$ cat src/rtl/mux_pkg.sv
`default_nettype none
// ============================================================================
//  Module   : mux_pkg
//  Purpose  : Shared types for the two-input round-robin stream arbiter.
//             src_e names the two sources and RESET_GRANT seeds the
//             last-grant register so that A wins the first tie.
//  Revision : 1.0  initial release
// ============================================================================
package mux_pkg;

    typedef enum logic {
        SRC_B = 1'b0,
        SRC_A = 1'b1
    } src_e;

    localparam src_e RESET_GRANT = SRC_B;

endpackage : mux_pkg
`default_nettype wire

$ cat src/rtl/mux2to1.sv
`default_nettype none
// ============================================================================
//  Module   : mux2to1
//  Purpose  : N-bit two-way multiplexer. sel=1 passes a, sel=0 passes b.
//  Revision : 1.0  initial release
// ============================================================================
module mux2to1 #(
    parameter int N = 4
) (
    input  logic         sel,
    input  logic [N-1:0] a,
    input  logic [N-1:0] b,
    output logic [N-1:0] y
);

    // Pure select; no state.
    assign y = sel ? a : b;

endmodule : mux2to1
`default_nettype wire

$ cat src/rtl/rr_arb2_stream.sv
`default_nettype none
// ============================================================================
//  Module   : rr_arb2_stream
//  Purpose  : Two-source round-robin arbiter feeding a single-entry output
//             register through mux2to1. One word per cycle, back-pressured
//             by y_ready, ready never depends on data.
//  Config   : FIXED_PRIO_EN - when defined, A always wins a tie (last grant
//             is still tracked so the port list and state are identical).
//  Revision : 1.0  initial release
// ============================================================================
module rr_arb2_stream
    import mux_pkg::*;
#(
    parameter int N = 4
) (
    input  logic         clk,
    input  logic         rst,
    input  logic         a_valid,
    input  logic [N-1:0] a_data,
    output logic         a_ready,
    input  logic         b_valid,
    input  logic [N-1:0] b_data,
    output logic         b_ready,
    output logic         sel,
    output logic         y_valid,
    output logic [N-1:0] y_data,
    input  logic         y_ready
);

    src_e         r_last_grant;
    src_e         w_grant;
    logic         w_load;
    logic         w_xfer;
    logic [N-1:0] w_mux_y;
    logic         r_y_valid;
    logic [N-1:0] r_y_data;

    // The output slot can take a word when it is empty or being drained now.
    assign w_load = !r_y_valid || y_ready;

    // Grant selection: a lone requester wins; a tie goes to the other side
    // of the last winner (or always to A in the fixed-priority build); with
    // no requester the grant simply reflects the last winner.
    always_comb begin
        w_grant = r_last_grant;
        if (a_valid && b_valid) begin
`ifdef FIXED_PRIO_EN
            w_grant = SRC_A;
`else
            w_grant = (r_last_grant == SRC_A) ? SRC_B : SRC_A;
`endif
        end else if (a_valid) begin
            w_grant = SRC_A;
        end else if (b_valid) begin
            w_grant = SRC_B;
        end
    end

    // Readies are held low during reset so nothing is consumed that the
    // reset would then drop silently on the source side.
    assign sel     = (w_grant == SRC_A);
    assign a_ready = !rst && w_load && (w_grant == SRC_A);
    assign b_ready = !rst && w_load && (w_grant == SRC_B);
    assign w_xfer  = (a_valid && a_ready) || (b_valid && b_ready);

    mux2to1 #(
        .N (N)
    ) u_mux (
        .sel (sel),
        .a   (a_data),
        .b   (b_data),
        .y   (w_mux_y)
    );

    // Output register and last-grant state: load on a handshake, empty
    // when drained with nothing new, otherwise hold (covers the stall).
    always_ff @(posedge clk) begin
        if (rst) begin
            r_y_valid    <= 1'b0;
            r_y_data     <= '0;
            r_last_grant <= RESET_GRANT;
        end else if (w_xfer) begin
            r_y_valid    <= 1'b1;
            r_y_data     <= w_mux_y;
            r_last_grant <= w_grant;
        end else if (y_ready) begin
            r_y_valid    <= 1'b0;
        end
    end

    assign y_valid = r_y_valid;
    assign y_data  = r_y_data;

endmodule : rr_arb2_stream
`default_nettype wire

$ cat config.mk
export PLATFORM = sky130hd
export DESIGN_NAME = rr_arb2_stream
export DESIGN_NICKNAME = d
export VERILOG_FILES = /design/src/rtl/mux_pkg.sv /design/src/rtl/mux2to1.sv /design/src/rtl/rr_arb2_stream.sv
export SDC_FILE = /design/constraint.sdc
export NUM_CORES = 1
export LEC_CHECK = 0
export CAP_MARGIN = 15
export CORE_AREA = 2 2 39 41
export CTS_CLUSTER_DIAMETER = 200
export DETAILED_ROUTE_END_ITERATION = 16
export DIE_AREA = 0 0 41 43
export SLEW_MARGIN = 10
export SYNTH_ARGS = -nofsm -noshare
export SYNTH_HDL_FRONTEND = slang
export SYNTH_SLANG_ARGS = --single-unit
$ cat constraint.sdc
create_clock -name clk -period 1.3 [get_ports clk]
set_clock_uncertainty 0.05 [all_clocks]
set_input_delay 0.26 -clock clk [delete_from_list [all_inputs] [get_ports clk]]
set_output_delay 0.26 -clock clk [all_outputs]
set_load 0.005 [all_outputs]
# == Word level (Yosys, flattened, before mapping) ==
# Cells that the tools add are included.
# totals
reg_bits,6
latchBits,0
ramBits,0
romBits,0
input_bits,13
output_inout_bits,8
wordCells,22
memories,0
# classes
n_addsub,0
mul,0
div,0
n_lt_le_gt_ge,0
eq_ne,0
shifts,0
n_mux,7
bitwise,1
reduce_logical,11
# ops
op,count
1-bit logical AND,6
1-bit 2-to-1 mux,6
4-bit 2-to-1 mux,1
1-bit zero test,2
1-bit logical OR,2
2-bit nonzero test,1
1-bit NOT,1

# == Depth between registers and ports, before layout ==
# Gate-level depths: netlist of run 1.
# logic_depth
ltp_word,8
mapped_depth,4
mapped_depth_nobuf,4

# == Modules after synthesis ==
# A second synthesis of run 1 with hierarchy kept.
# hier_totals
hier_cells,34
area_unflattened_um2,326.6
# by_module_without_submodules
mod,n_inst,cells_per_inst,area_per_inst_um2
rr_arb2_stream,1,30,281.5
mux2to1,1,4,45.0

# == Worst setup path after synthesis of run 1 ==
# OpenSTA, ideal clock, no wires.
# synth_timing
kind,reg2out
from,register r_last_grant
to,output port b_ready
t_arrival_ns,0.948
required_time_ns,0.990
path_slack_ns,0.042
path_stages_with_launch,5
cell_sequence,dfxtp_1 nor2b_2 a21oi_4 inv_1 nor3_1
# synth_between
elab_chain_len,5
elab_cells_between_ends,6
# synth_lines
item,line,text
start: declaration,rr_arb2_stream.sv:30,src_e r_last_grant;
start signal: assignment,rr_arb2_stream.sv:85,r_last_grant <= w_grant;
1-bit 2-to-1 mux,rr_arb2_stream.sv:54,end else if (b_valid) begin
1-bit 2-to-1 mux,rr_arb2_stream.sv:52,end else if (a_valid) begin
1-bit 2-to-1 mux *,rr_arb2_stream.sv:46,if (a_valid && b_valid) begin
via sel,rr_arb2_stream.sv:24,"output logic sel,"
1-bit NOT *,rr_arb2_stream.sv:63,assign b_ready = !rst && w_load && (w_grant == SRC_B);
1-bit logical AND *,rr_arb2_stream.sv:63,
end: declaration,rr_arb2_stream.sv:23,"output logic b_ready,"
# The timed path passes the listed nets; every way through them passes the cells marked *.

# == Worst setup path in the final report of run 1 ==
# layout_timing
from,register r_last_grant
to,output port a_ready
# layout_between
elab_chain_len,4
elab_cells_between_ends,5
# layout_lines
item,line,text
1-bit 2-to-1 mux,rr_arb2_stream.sv:54,
1-bit 2-to-1 mux,rr_arb2_stream.sv:52,
1-bit 2-to-1 mux *,rr_arb2_stream.sv:46,
1-bit logical AND *,rr_arb2_stream.sv:62,assign a_ready = !rst && w_load && (w_grant == SRC_A);
end: declaration,rr_arb2_stream.sv:20,"output logic a_ready,"
# Mark *: on every way between the ends. The rest lies on a longest branch, timed or not.

==> impl_metrics.toml, run 1 <==
[routing]
wl_um = 873
vias = 351
drt-pass1-iter-count = 2
vias_per_cell = 4.39
initialDrtViolationCount = 1
antenna_left = 0
route.detailed.drc = 0
wl_per_cell_um = 10.9

[die]
die_area_mm2 = 0.00176
top_level_ports = 21
row_count = 14
fp.dieW_um = 41
fp.coreArea_mm2 = 0.00138
initial_core_util_pct = 23.4
die_height_um = 43

[logic_synthesis]
synth_most_common_cell = "mux2i_1"
syn_nets = 46
synthTopCellsByCount = "8 x mux2i_1, 6 x dfxtp_1, 5 x nand2b_1"
async_flop_share_pct = 0
yosys_most_used_dff = "dfxtp_1"
ys_seq_elements = 6
synth_seq_area_share_pct = 37.1
synth_top_area_share_pct = 37.1
synth_area_leader_cell = "dfxtp_1"
synth_cells = 33
synthDistinctLibCells = 14
syn_area_um2 = 324
yosys-top-cells-area = "dfxtp_1 37%, mux2i_1 25%, nand2b_1 9.7%"
synth_edf_count = 0
ys_warn_count = 0
syn_avg_cell_area_um2 = 9.82

[sta]
fin_crit_ns = 1.44
tns_ns = -0.438
max_slew_margin_pct = 80.1
rsz0062_at_grt = "true"
tightest_slew_ns = 0.298
fin_crit_sh_pct = 111
fmax_ghz = 0.694
setup_violations = 7
finalMaxSlewViolations = 0
setup_slack_ns = -0.142
hold_viol = 0
holdWs_ns = 0.414

[clock_tree]
cts_root_buffer = "clkbuf_4"
cts-htree-levels = 1
cts_made_buffers = 3
path_clk_slew_ns = 0.05
hold_buffers = 0
tritoncts = "done"
clock-sinks = 6
worstSkewPairLatency_ns = 0.24
clock_path_buffers = 2

[hold_path]
min_path_type = "reg -> reg"

[layout]
multiInputGateArea_um2 = 215
drive_gt1_share_pct = 37.5
num-fill-cells = 154
syn_to_final_growth_pct = 98.8
diodes = 0
seq_area_um2 = 124
fin_nets = 79

[setup_path]
arrival_ns = 1.13
start_kind = "flop"
crit_path_end_kind = "output port"
crit_fanout = 3
crit_type = "reg -> out"
critPathRequiredTime_ns = 0.99

[global_route]
grt_pass1_vias = 343
antenna_found_initial = 0
grt_max_degree = 8
grt_pass1_wl_um = 1350
grt-ovfl-total = 0
grtUsageTotal_pct = 11.6

[placed_design]
io_buffer_count = 20
gp_congestion = 0.572
hpwlAfterDp_um = 574

[run_status]
outcome = "complete, but fails checks"
violations = "setup timing"

[run]
timing.max_cap.violations = 0

[power_and_ir_drop]
total_power_uw = 581
powerDensity_mw_per_mm2 = 902
peakVddDrop_mv = 0.394
p_leak_uw = 0.000305
-- state kept, by name, summed over array words and instances, names as in the netlist --
name          cells
y_data            4
y_valid           1
r_last_grant      1
-- area by class of cell --
class	instances	share of cell area, %
Sequential cell	6	19.2
Inverter	2	1.17
Timing Repair Buffer	29	39.6
Tap cell	16	3.11
Multi-Input combinational cell	24	33.4
Clock buffer	3	3.50
-- worst paths after layout --
kind / start / end / slack, ns / cells past startpoint
worst min register to register: y_data[3]$_SDFFE_PP0P_ / y_data[3]$_SDFFE_PP0P_ / 0.41 / 2
worst min-delay path: y_data[3]$_SDFFE_PP0P_ / y_data[3]$_SDFFE_PP0P_ / 0.41 / 2
worst max-delay path: r_last_grant$_SDFFE_PP0P_ / a_ready / -0.14 / 5
worst max register to register: r_last_grant$_SDFFE_PP0P_ / y_data[2]$_SDFFE_PP0P_ / -0.07 / 7
-- cell usage in the layout, fill, tap and decap left out, drive strengths merged, types with 2 or more instances in the layout --
master         count
dfxtp              6
dlygate4sd2        9
nor3               3
buf               12
nor2b              2
a21oi              3
mux2i              8
clkdlybuf4s50      8
clkbuf             3
inv                2
nand2b             5
-- per-layer routing --
layer / vias up / GRT usage, % / part of all wire (%)
met2: 15 / 19.1 / 53
li1: 174 / - / -
met3: 0 / 6.81 / 8.7
met1: 162 / 11.6 / 38
met4: 0 / 4.00 / 0
met5: - / 0 / 0
-- logic make-up after synthesis --
kind of cell           synth area share (%)
AOI/OAI and AO/OA                      9.65
buffers and inverters                  3.86
DFF                                    37.1
muxes                                  24.7
and+or+nand+nor                        24.7
-- worst max-delay path, cell delays in order (launching register included) --
cell	delay, ns
dfxtp_4	0.36
nor2b_4	0.14
a21oi_4	0.05
buf_6	0.12
nor3_4	0.09
buf_2	0.13
-- report_power, final --
part           leakage, µW  internal (µW)  switching [µW]
sequential       0.0000506            204            12.0
combinational     0.000240            122            71.5
clock            0.0000138            104            67.5
total             0.000305            430             151
-- stage by stage --
| stage | area, µm² | utilization, % | worst slack, ns | instances |
|---|---|---|---|---|
| final | 644 | 46.6 | -0.142 | 80 |
| after global routing | 644 | 46.6 | -0.200 | 80 |
| after CTS | 613 | 44.3 | -0.127 | 78 |
| after detailed placement | 577 | 41.7 | -0.779 | 73 |
| after global placement | 577 | 41.7 | -0.739 | 73 |
| after floorplan | 324 | - | 0.0418 | 33 |
-- timing repair --
| action | CTS | global route |
|---|---|---|
| endpoints found under the setup margin | 12 | 7 |
| gates cloned | 0 | 0 |
| pin swaps | 4 | 1 |
| resized for setup | 30 | 3 |
| buffers inserted | 2 | 2 |
(Power assumes the default switching activity.)
==> run 2: changes to the inputs <==
==> constraint.sdc (replaced) <==
create_clock -name clk -period 1.3 [get_ports clk]
set_clock_uncertainty 0.05 [all_clocks]
set_input_delay 0.195 -clock clk [delete_from_list [all_inputs] [get_ports clk]]
set_output_delay 0.195 -clock clk [all_outputs]
set_load 0.005 [all_outputs]
==> impl_metrics.toml, run 2 (synthesis results as in run 1) <==
[run_status]
outcome = "complete, but fails checks"
violations = "setup timing"

[setup_path]
crit_fanout = 3
critPathRequiredTime_ns = 1.05
crit_chain = "nor2b_4 -> a21oi_4 -> buf_6 -> nor3_4 -> buf_2"
crit_buf_inv = 2
slowest_stage = "dfxtp_4"
startpoint = "r_last_grant$_SDFFE_PP0P_"
crit_family = "flip-flops"
crit_type = "reg -> out"
arrival_ns = 1.12
start_kind = "flop"
worst-r2r-setup-slack_ns = 0
worstReg2RegStart = "r_last_grant$_SDFFE_PP0P_"
timing.rr.end = "y_data[3]$_SDFFE_PP0P_"
cpPeakStageDelay_ns = 0.36
crit_path_end_kind = "output port"
rr_worst_depth = 7

[global_route]
grt_pass1_vias = 309
antenna_found_initial = 0
grt_max_degree = 8
grt-ovfl-total = 0
grtUsageTotal_pct = 10.1
grt_pass1_wl_um = 1170

[sta]
setup_slack_ns = -0.0697
fin_crit_ns = 1.37
setup_violations = 3
rsz0062_at_grt = "true"
fmax_ghz = 0.730
hold_viol = 0
fin_crit_sh_pct = 105
holdWs_ns = 0.327
finalMaxSlewViolations = 0
max_slew_margin_pct = 80.2
tightest_slew_ns = 0.296

[die]
fp.coreArea_mm2 = 0.00138
fp.dieW_um = 41
row_count = 14
die_area_mm2 = 0.00176
die_height_um = 43
initial_core_util_pct = 23.4
top_level_ports = 21

[clock_tree]
worstSkewPairLatency_ns = 0.24
tritoncts = "done"
path_clk_slew_ns = 0.05
clock_path_buffers = 2
cts-htree-levels = 1
cts_made_buffers = 3
cts_root_buffer = "clkbuf_4"
hold_buffers = 0
clock-sinks = 6

[placed_design]
pre_cts_ws_ns = -0.639
io_buffer_count = 20
hpwlAfterDp_um = 556
gp_congestion = 0.567

[routing]
initialDrtViolationCount = 2
drt-pass1-iter-count = 3
vias = 348
wl_per_cell_um = 10.1
wl_um = 808
vias_per_cell = 4.35
route.detailed.drc = 0
antenna_left = 0

[layout]
final_cell_mix = "8 x mux2i_1, 8 x clkdlybuf4s50_1, 7 x dlygate4sd2_1, 7 x buf_4"
largest_register_ff_count = 4
syn_to_final_growth_pct = 101
drive_gt1_share_pct = 37.5
diodes = 0
fin_nets = 79
num-fill-cells = 152
finish.utilization_pct = 47.0

[power_and_ir_drop]
p_leak_uw = 0.000322
powerDensity_mw_per_mm2 = 889
total_power_uw = 579
peakVddDrop_mv = 0.434

[hold_path]
holdPathStages = 3
min_path_type = "in -> reg"
holdPathEnd = "y_valid$_SDFFE_PP0P_"
hold_path_startpoint = "y_ready"

[run]
timing.max_cap.violations = 0
## run 2: cell types whose count changed in the layout (fill, tap and decap cells not counted)
cell            before  now
nor2b_2              1    0
dlymetal6s2s_1       0    2
buf_2                2    3
buf_6                3    2
dlygate4sd2_1        9    7
nor2b_4              1    2
## run 2: routing by layer
| layer | up-vias | share of wire [%] | track usage, % |
|---|---|---|---|
| li1 | 175 | - | - |
| met5 | - | 0 | 0 |
| met3 | 0 | 7.8 | 3.14 |
| met1 | 160 | 44 | 12.3 |
| met2 | 13 | 48 | 14.7 |
| met4 | 0 | 0 | 6.00 |
## run 2: worst max-delay path by stage
stage | end | cells past startpoint
finish | a_ready | 5
global route | a_ready | 5
CTS | a_ready | 5
detailed placement | b_ready | 6
global placement | b_ready | 6
floorplan | b_ready | 4
## run 2: area by class of cell
cell class              count  area [µm²]  share of cell area (%)
repair buffers             29         256                    39.4
multi-input cells          24         220                    33.8
flip-flops and latches      6         124                    19.0
clock buffers               3        22.5                    3.46
well taps                  16        20.0                    3.08
inverters                   2        7.51                    1.15
## run 2: per-stage QoR
stage / setup TNS [ns] / instance area, µm² / std cells
3_5_place_dp: -2.63 / 577 / 73
6_report: -0.0999 / 651 / 80
3_3_place_gp: -2.63 / 577 / 73
4_1_cts: -0.0883 / 624 / 79
5_1_grt: -0.280 / 651 / 80
2_1_floorplan: 0 / 324 / 33
## run 2: tightest hold or removal path, cell delays in order
cell and delay [ns]:
dlymetal6s2s_1 0.15, nand2b_1 0.16, a21oi_1 0.07
## run 2: power breakdown
part / total (µW) / leakage, µW / switching, µW / internal, µW
clock: 172 / 0.0000138 / 67.4 / 104
sequential: 216 / 0.0000506 / 11.8 / 204
combinational: 191 / 0.000257 / 70.0 / 121
## run 2: repair_timing
action	4_1_cts	5_1_grt
endpoints found under the setup margin	11	6
gates resized for setup	28	5
pin swaps	3	1
buffers inserted	3	1
